`src/rtl/sync_pulse_gen_if.sv`:
```
// ---------------------------------------------------------------------------
// sync_pulse_gen_if
//   Seconds-timestamp handshake between the sample-counter stage (master)
//   and sync_pulse_gen (slave).
//
//   Handshake: the master presents sec with sec_vld; the slave raises
//   sec_ready only while it is idle. A transfer happens on a rising clk edge
//   where sec_vld && sec_ready. A sec_vld seen while sec_ready is low is not a
//   transfer: the value is dropped and the slave records an overrun.
//
//   Signals:
//     sec       [11:0]  seconds value to send       (master -> slave)
//     sec_vld           sec valid                   (master -> slave)
//     sec_ready         slave idle, can take a value (slave -> master)
// ---------------------------------------------------------------------------
interface sync_pulse_gen_if;
  logic [11:0] sec;
  logic        sec_vld;
  logic        sec_ready;

  modport master (output sec, output sec_vld, input sec_ready);
  modport slave  (input sec, input sec_vld, output sec_ready);
endinterface

```
`src/rtl/sync_pulse_gen.sv`:
```
// ---------------------------------------------------------------------------
// sync_pulse_gen
//   Builds the TTL sync sequence for the behaviour box from per-second
//   timestamps. Every accepted second gives a PULSE_TICKS-wide start pulse;
//   every BARCODE_EVERY-th accepted second (starting with the first after
//   reset) the pulse is followed by a gap, the 12-bit seconds value MSB first
//   and a stop slot. All durations are in acquisition frames (frame_pulse).
//
//   Optional feature: define SYNC_PARITY_EN to insert an even-parity slot
//   between the data bits and the stop slot.
//
//   Ports:
//     clk             system clock
//     rst             asynchronous active-high reset
//     frame_pulse     one-clk strobe per acquisition frame
//     sec_if          slave side of the seconds handshake (sec/sec_vld/sec_ready)
//     sync_pulse      registered sync line to the behaviour box
//     barcode_active  high from GAP through STOP of a barcoded sequence
//     overrun         sticky: sec_vld seen while not ready (cleared by rst)
//     state_dbg       current FSM state encoding
// ---------------------------------------------------------------------------
module sync_pulse_gen #(
  parameter int FS            = 25000,
  parameter int PULSE_MS      = 100,
  parameter int BIT_MS        = 10,
  parameter int BARCODE_EVERY = 10
) (
  input  logic             clk,
  input  logic             rst,
  input  logic             frame_pulse,
  sync_pulse_gen_if.slave  sec_if,
  output logic             sync_pulse,
  output logic             barcode_active,
  output logic             overrun,
  output logic [2:0]       state_dbg
);

  localparam int TICKS_PER_MS = FS / 1000;
  localparam int PULSE_TICKS  = PULSE_MS * TICKS_PER_MS;
  localparam int BIT_TICKS    = BIT_MS * TICKS_PER_MS;
  localparam int MAX_TICKS    = (PULSE_TICKS > BIT_TICKS) ? PULSE_TICKS : BIT_TICKS;
  localparam int TW           = (MAX_TICKS > 1) ? $clog2(MAX_TICKS) : 1;
  localparam int AW           = (BARCODE_EVERY > 1) ? $clog2(BARCODE_EVERY) : 1;

  typedef enum logic [2:0] {
    S_IDLE   = 3'd0,
    S_START  = 3'd1,
    S_GAP    = 3'd2,
    S_BITS   = 3'd3,
    S_PARITY = 3'd4,
    S_STOP   = 3'd5
  } state_t;

  state_t          state, state_nxt;
  logic [TW-1:0]   tick_cnt;
  logic [TW-1:0]   tick_last;
  logic [3:0]      bit_cnt;
  logic [11:0]     shreg;
  logic            barcode;
  logic [AW-1:0]   acc_cnt;
  logic            xfer;
  logic            slot_done;
  logic            last_bit;
  logic            sync_nxt;
  logic            active_nxt;
`ifdef SYNC_PARITY_EN
  logic            parity;
`endif

  assign sec_if.sec_ready = (state == S_IDLE);
  assign state_dbg        = state;

  assign xfer      = sec_if.sec_vld && (state == S_IDLE);
  assign tick_last = (state == S_START) ? TW'(PULSE_TICKS - 1) : TW'(BIT_TICKS - 1);
  // A slot ends on the clk edge that samples its N-th frame tick; frame ticks
  // in IDLE (including the transfer cycle) never count.
  assign slot_done = frame_pulse && (state != S_IDLE) && (tick_cnt == tick_last);
  assign last_bit  = (bit_cnt == 4'd11);

  // State register
  always_ff @(posedge clk or posedge rst) begin
    if (rst) state <= S_IDLE;
    else     state <= state_nxt;
  end

  // Next-state logic
  always_comb begin
    state_nxt = state;
    case (state)
      S_IDLE:   if (xfer) state_nxt = S_START;
      S_START:  if (slot_done) state_nxt = barcode ? S_GAP : S_IDLE;
      S_GAP:    if (slot_done) state_nxt = S_BITS;
      S_BITS: begin
        if (slot_done && last_bit) begin
`ifdef SYNC_PARITY_EN
          state_nxt = S_PARITY;
`else
          state_nxt = S_STOP;
`endif
        end
      end
      S_PARITY: if (slot_done) state_nxt = S_STOP;
      S_STOP:   if (slot_done) state_nxt = S_IDLE;
      default:  state_nxt = S_IDLE;
    endcase
  end

  // Output logic: next values of the registered outputs, taken from the
  // state being entered so the line changes on the slot-ending edge.
  always_comb begin
    sync_nxt   = 1'b0;
    active_nxt = 1'b0;
    case (state_nxt)
      S_START: sync_nxt = 1'b1;
      S_GAP:   active_nxt = 1'b1;
      S_BITS: begin
        active_nxt = 1'b1;
        // The register shifts on this same edge when a bit slot ends, so the
        // next bit to show is one position down.
        sync_nxt = (state == S_BITS && slot_done) ? shreg[10] : shreg[11];
      end
      S_PARITY: begin
        active_nxt = 1'b1;
`ifdef SYNC_PARITY_EN
        sync_nxt = parity;
`endif
      end
      S_STOP:  active_nxt = 1'b1;
      default: begin
        sync_nxt   = 1'b0;
        active_nxt = 1'b0;
      end
    endcase
  end

  always_ff @(posedge clk or posedge rst) begin
    if (rst) begin
      sync_pulse     <= 1'b0;
      barcode_active <= 1'b0;
    end else begin
      sync_pulse     <= sync_nxt;
      barcode_active <= active_nxt;
    end
  end

  // Datapath: tick counter, bit counter, shift register, accept counter
  always_ff @(posedge clk or posedge rst) begin
    if (rst) begin
      tick_cnt <= '0;
      bit_cnt  <= '0;
      shreg    <= '0;
      barcode  <= 1'b0;
      acc_cnt  <= '0;
      overrun  <= 1'b0;
    end else begin
      if (state == S_IDLE || slot_done) tick_cnt <= '0;
      else if (frame_pulse)             tick_cnt <= tick_cnt + 1'b1;

      if (state == S_BITS) begin
        if (slot_done) bit_cnt <= last_bit ? 4'd0 : bit_cnt + 4'd1;
      end else begin
        bit_cnt <= 4'd0;
      end

      if (xfer) begin
        shreg   <= sec_if.sec;
        barcode <= (acc_cnt == '0);
        acc_cnt <= (acc_cnt == AW'(BARCODE_EVERY - 1)) ? '0 : acc_cnt + 1'b1;
      end else if (state == S_BITS && slot_done) begin
        shreg <= {shreg[10:0], 1'b0};
      end

      if (sec_if.sec_vld && state != S_IDLE) overrun <= 1'b1;
    end
  end

`ifdef SYNC_PARITY_EN
  // Parity is taken at the transfer because the shift register is consumed.
  always_ff @(posedge clk or posedge rst) begin
    if (rst)       parity <= 1'b0;
    else if (xfer) parity <= ^sec_if.sec;
  end
`endif

endmodule

```
`src/flat_wrapper.sv`:
```
// flat-port wrapper written by rule: the top's interface ports become plain ports
module sync_pulse_gen_flat 
#(
  parameter int FS            = 25000,
  parameter int PULSE_MS      = 100,
  parameter int BIT_MS        = 10,
  parameter int BARCODE_EVERY = 10
)
  (clk, rst, frame_pulse, sync_pulse, barcode_active, overrun, state_dbg, sec_if_sec, sec_if_sec_vld, sec_if_sec_ready);
  sync_pulse_gen_if sec_if_i ();
  input  logic clk;
  input  logic rst;
  input  logic frame_pulse;
  output logic sync_pulse;
  output logic barcode_active;
  output logic overrun;
  output logic [2:0] state_dbg;
  input wire logic [$bits(sec_if_i.sec)-1:0] sec_if_sec;
  input wire logic [$bits(sec_if_i.sec_vld)-1:0] sec_if_sec_vld;
  output wire logic [$bits(sec_if_i.sec_ready)-1:0] sec_if_sec_ready;
  assign sec_if_i.sec = sec_if_sec;
  assign sec_if_i.sec_vld = sec_if_sec_vld;
  assign sec_if_sec_ready = sec_if_i.sec_ready;
  sync_pulse_gen #(.FS(FS), .PULSE_MS(PULSE_MS), .BIT_MS(BIT_MS), .BARCODE_EVERY(BARCODE_EVERY)) u_core (.clk(clk), .rst(rst), .frame_pulse(frame_pulse), .sec_if(sec_if_i), .sync_pulse(sync_pulse), .barcode_active(barcode_active), .overrun(overrun), .state_dbg(state_dbg));
endmodule
```
`config.mk`:
```
export PLATFORM = sky130hd
export DESIGN_NAME = sync_pulse_gen_flat
export DESIGN_NICKNAME = d
export VERILOG_FILES = /design/src/rtl/sync_pulse_gen_if.sv /design/src/rtl/sync_pulse_gen.sv /design/src/flat_wrapper.sv
export SDC_FILE = /design/constraint.sdc
export NUM_CORES = 1
export LEC_CHECK = 0
export ABC_AREA = 1
export CORE_MARGIN = 1.5
export CORE_UTILIZATION = 40
export CTS_CLUSTER_SIZE = 28
export DETAILED_ROUTE_END_ITERATION = 6
export PLACE_DENSITY = 0.68
export SLEW_MARGIN = 5
export SYNTH_ARGS = -nofsm -noshare
export SYNTH_HDL_FRONTEND = slang
export SYNTH_SLANG_ARGS = --single-unit
```
`constraint.sdc`:
```
create_clock -name clk -period 3.6 [get_ports clk]
set_input_delay 0.72 -clock clk [delete_from_list [all_inputs] [get_ports clk]]
set_output_delay 0.72 -clock clk [all_outputs]
set_load 0.01 [all_outputs]
```
==> summary.md <==
| Metric | Value |
|---|---|
| Worst VDD drop | 200 uV |
| Hold-fix buffers, CTS | 0 |
| WHS | 0.457 ns |
| Rows | 26 |
| Final layout net count | 302 |
| Setup TNS | 0 ns |
| Clk slew on worst S/H paths | 0.07 ns |
| Syn-to-layout area delta | 18.6% |
| Total number of vias | 1686 |
| Via/cell ratio | 4.75 |
| Worst Setup End Kind | output port |
| Pleak | 1.13 nW |
| CP max FO | 6 |
| Mapped Area | 2080 um2 |
| Max-slew violations | 0 |
| Setup Buffers After CTS | 0 |
| RSZ-0062 raised after global routing | false |
| Ys async rst share | 1.00 |
| Max Fclk | 0.420 GHz |
| Grt ovf | 0 |
| Worst path slowest cell | clkdlybuf4s50_1 |
| Dpl hpwl | 2690 um |
| Top cells by area, synth | dfrtp_1, nand2_1, nor2_1, inv_1, a31oi_2 |
| Most common cell after layout, fill and taps aside | nand2_1 |
| Vias in the first global route | 1493 |
| DRC viols | 0 |
| Minimum clock period | 2.38 ns |
| Die height | 75.0 um |
| Share of the synthesized area in the top cell type | 0.470 |
| Initial antenna violation count | 0 |
| Max incr delay on CP | 0.53 ns |
| Post-Syn Instances | 259 |
| Tot Pwr | 0.976 mW |
| Most frequent cells in the layout | nand2_1, dfrtp_1, nor2_1, inv_1, clkdlybuf4s50_1 |
| Fill cells | 498 |
| PD cells | 397 nW/um2 |
| Drt first pass iters | 4 |
| Max-cap violation count | 0 |
| Largest net degree at the start of global routing | 40 |
| GRT Util Overall | 0.154 |
| Core box area | 5040 um2 |
| Rel. slew slack | 0.675 |
| Register bit count reported by yosys | 39 |
| Total wire length | 3750 um |
| Antenna Cells | 0 |
| Sequence of cells on the critical path | nor2_1 > nand2_2 > inv_1 > clkdlybuf4s50_1 |
| Post-DP Area | 2350 um2 |
| Least-Margin Pin Slew | 0.487 ns |
| IO Pins | 23 |
| WS Path Type | flop to output port |
| Worst EP arrival | 1.66 ns |
| Required time worst endpoint | 2.88 ns |
| Root Buffer | clkbuf_8 |
| Post-route cell area | 2460 um2 |
| Status | finished, final reports clean |
| EDFF count, synth | 0 |
| Initial Util | 0.412 |
| Critical path startpoint category | flop |
| Die area | 5630 um2 |
| Syn Nets | 277 |
| Main synth FF type | dfrtp_1 |
| WL per Instance | 10.6 um |
| Die width | 75.0 um |
| Final setup viols | 0 |
| Clock Skews | 0.00738 ns |
| PostCTS Resize Cnt | 0 |
| Area leader, netlist | dfrtp_1 |
| Hold Fails Final Rpt | 0 |
| DRT iter0 DRCs | 109 |
| CTS Buf Count | 5 |
| H-tree depth | 2 |
| Worst-Skew Late Latency | 0.30 ns |
| First-pass GRT wire length | 6520 um |
| Final core occ | 0.488 |
| Number of port buffers | 22 |
| Netlist cell types | 33 |
| Fin crit share | 0.662 |
| CTS tree | yes |
| Buffer depth of the longest clock path | 2 |
| Post-DRT Antenna Nets | 0 |
| Layout cells sized above 1 | 0.102 |
| Sequential fraction of the synthesis area | 0.470 |
| Worst Hold Class | flop to flop |
| Syn Area/Cell | 8.01 um2 |
| Ys Warns | 0 |
| CTS sink count | 39 |
| Global placer's final weighted congestion | 0.819 |
-- worst paths after layout --
path                            depth (start not counted)             endpoint                start  slack [ns]
worst max-delay path                                    4     sec_if_sec_ready  u_core.state_dbg[0]        1.22
worst min-delay path                                    1       u_core.overrun       u_core.overrun        0.46
worst max register to register                          8      u_core.shreg[9]  u_core.state_dbg[0]        1.64
worst min register to register                          1       u_core.overrun       u_core.overrun        0.46
max in group asynchronous                               3  u_core.state_dbg[1]                  rst        2.43
min in group asynchronous                               3    u_core.acc_cnt[3]                  rst        0.83
-- critical path: cells and delay by family (launching register included) --
| kind | cells | cell delay (ns) |
|---|---|---|
| buffers and inverters | 2 | 0.64 |
| DFF | 1 | 0.44 |
| and+or+nand+nor | 2 | 0.29 |
-- power breakdown --
part           internal (mW)  switching, mW
Combinational         0.0498         0.0635
Clock                  0.206          0.161
Sequential             0.466         0.0294
Total                  0.722          0.254
-- Yosys cell counts (4+ instances only) --
cell and number:
nand2_2 4, inv_1 32, a21oi_1 7, nor2_1 33
xor2_1 4, nand3_1 17, dfrtp_1 39, nor3_1 7
o21ai_0 6, a31oi_2 8, nand2_1 73
-- through the flow --
step | setup WS [ns] | std cells
final | 1.22 | 355
after floorplan | 1.88 | 259
after global routing | 1.10 | 355
after detailed placement | 1.09 | 347
after global placement | 1.13 | 347
after CTS | 1.22 | 355
-- per-layer routing --
metal,global-route usage,up-vias,routed length (um)
met5,0,-,0
met4,0.0545,0,52
met3,0.0482,4,185
met2,0.238,39,1720
met1,0.204,766,1790
li1,-,877,-
-- cell families after synthesis --
logic type | after synthesis | share of synthesized area
simple gates | 143 | 0.298
flops | 39 | 0.470
buf+inv | 38 | 0.0802
compound gates | 32 | 0.118
xor+xnor | 5 | 0.0211
fa+ha+maj | 2 | 0.0121
-- sequential cells by signal, indices dropped and copies added, names as in the netlist --
register,count
u_core.shreg,12
u_core.barcode,1
u_core.bit_cnt,4
u_core.acc_cnt,4
u_core.overrun,1
u_core.barcode_active,1
u_core.state_dbg,3
u_core.sync_pulse,1
u_core.tick_cnt,12
-- cell type report --
type | instances | area [um2] | area share
Timing Repair Buffer | 23 | 228 | 0.0925
Tap cell | 70 | 87.6 | 0.0356
Multi-Input combinational cell | 182 | 933 | 0.379
Sequential cell | 39 | 976 | 0.397
Clock inverter | 3 | 43.8 | 0.0178
Inverter | 33 | 124 | 0.0503
Clock buffer | 5 | 68.8 | 0.0280
Note: power is estimated with default switching activity, not from simulation.
==> edit: new RTL, same settings <==
One comparison of `bit_cnt` changes from == to >=.
--- a/src/rtl/sync_pulse_gen.sv
+++ b/src/rtl/sync_pulse_gen.sv
@@ -76,5 +76,5 @@
   // in IDLE (including the transfer cycle) never count.
   assign slot_done = frame_pulse && (state != S_IDLE) && (tick_cnt == tick_last);
-  assign last_bit  = (bit_cnt == 4'd11);
+  assign last_bit  = (bit_cnt >= 4'd11);
 
   // State register
Function: same outputs for any inputs over 10 cycles, from zero or initial values and one cycle with rst high; that may be too few to reach the edited logic, so the function may still have changed.
==> edit against the unedited design <==
Register-to-register slack better by 0.14 ns. Count of clock-buffer cells in the layout up 1. Worst hold slack improved by 0.023 ns. Sequential cell count did not move. Total power is 3.9% lower. Maximum frequency increased by 0.93%. Routed wire length shrank 2.0%. Sequential power up 4.4%. Clock skew about the same. Setup slack gained 0.022 ns. Final area is 0.76% lower. Area after synthesis decreased by 0.12%. Non-clock buffer count stayed put. Critical path type unchanged.
==> edit: results (changes against the unedited design) <==
clkTransAtPathRegs_ns: 0.08
grt_max_degree: 22  # -45%
grt_use_total_pct: 15.54  # +0.14 points
post-dp-hpwl_mm: 2.666  # -0.76%
grt.met1_usage_pct: 22.21  # +1.8 points
synth_area_leaders: "dfrtp_1 (47%), nand2_1 (13%), inv_1 (5.6%)"
peakVddDrop_v: 0.0002327  # +16%
min_from: "u_core.acc_cnt[0]"
grt_pass1_vias: 1537  # +2.9%
fin_skew_ns: 0.007241  # -0.0001354 ns
crit_arrival_ns: 1.64  # -0.02 ns
hold_depth: 2  # +1
use_met2_pct: 22.91  # -0.88 points
async_reset_ff_share_pct: 100.0  # unchanged
cts_buffers: 5  # unchanged
yosysSeqAreaShare_pct: 47.07  # +0.057 points
drive_gt1_share_pct: 12.19  # +2.0 points
leakagePower_nw: 1.222  # +8.5%
reg2reg_depth: 8  # unchanged
gp_congestion: 0.8343  # +1.9%
clock_latency_ns: 0.29
first_pass_iters: 4  # unchanged
synth.distinct_cells: 35  # +6.1%
numPortBuffers: 22  # unchanged
hold_path.class: "reg2reg"
yosys_warnings: 0  # unchanged
grt_pass1_wl_mm: 6.637  # +1.8%
path_max_fanout: 6  # unchanged
vias: 1641  # -2.7%
outcome: "finished clean"
antenna_found_initial: 0  # unchanged
wl_per_cell_um: 10.52  # -0.34%
fillers: 484  # -2.8%
place_area_mm2: 0.002357  # +0.37%
fin_nets: 296  # -2.0%
grtUsageMet3_pct: 4.016  # -0.80 points
whs_endpoint: "u_core.acc_cnt[0]"
post_cts_resized: 0  # unchanged
clk_path_buf_depth: 2  # unchanged
crit_end: "sec_if_sec_ready"
num_antenna_cells: 0  # unchanged
p_int_mw: 0.6740  # -6.7%
htree_levels: 2  # unchanged
synth_nets: 270  # -2.5%
stdcell_area_mm2: 0.002442  # -0.76%
largestRegisters: "u_core.shreg: 12 flops, u_core.tick_cnt: 12 flops"
post_cts_buffers: 0  # unchanged
yosys-top-cells-count: "nand2_1 (73), dfrtp_1 (39), inv_1 (31)"
regToRegSetupSlack_ns: 1.78  # +0.14 ns
drtIter0Drc: 80  # -27%
r2r_end: "u_core.acc_cnt[3]"
max_slew.worst_pin.slew_ns: 0.6978  # +0.2106 ns
edit: cell types whose count changed after synthesis, moves of 4 or more:
cell     change
a31oi_2      -8
nor2_1       -7
a22oi_1      +6
nand3_1      -5
nand3_2      +4
nor3_1       -4
edit: stage by stage:
stage               cells  setup slack, ns  total power, mW  hold slack [ns]
global placement      341            1.061           0.6604           0.4561
global route          349            1.162           0.9981           0.5056
floorplan             252            1.913           0.6173           0.4419
finish                349            1.239           0.9382           0.4805
detailed placement    341            1.010           0.6621           0.4640
CTS                   349            1.234           0.9506           0.4834
edit: cells by family after synthesis:
logic type               count (synthesis)  share of synthesized area [%]
flip-flops                              39                          47.07
buffers and inverters                   38                          7.664
XOR/XNOR                                 6                          2.535
AND/OR/NAND/NOR                        140                          32.71
AO/OA/AOI/OAI                           27                          8.811
adder cells (fa/ha/maj)                  2                          1.207
edit: cell type report:
cell class | instances | share of cell area [%]
Inverter | 34 | 5.225
Clock buffer | 6 | 2.971
Timing Repair Buffer | 23 | 9.324
Multi-Input combinational cell | 175 | 38.42
Tap cell | 70 | 3.586
Sequential cell | 39 | 39.96
Clock inverter | 2 | 0.5123
edit: power by group through the flow:
stage	registers [mW]	clock network [mW]	logic, mW
final	0.517	0.285	0.136
after global routing	0.526	0.309	0.163
after CTS	0.516	0.296	0.139
after detailed placement	0.524	0	0.139
after global placement	0.524	0	0.136
after floorplan	0.514	0	0.103
edit: routing by layer:
metal  routed length (um)  share of wire (%)
met1                 1840                 50
met2                 1593                 43
met3                  177                4.8
met4                   61                1.7
met5                    0                  0
edit: critical path, stage by stage, from the launching register on:
cell and delay [ns]:
dfrtp_1 0.44, nor2_2 0.18, nand2_4 0.11, inv_1 0.09, clkdlybuf4s50_1 0.54
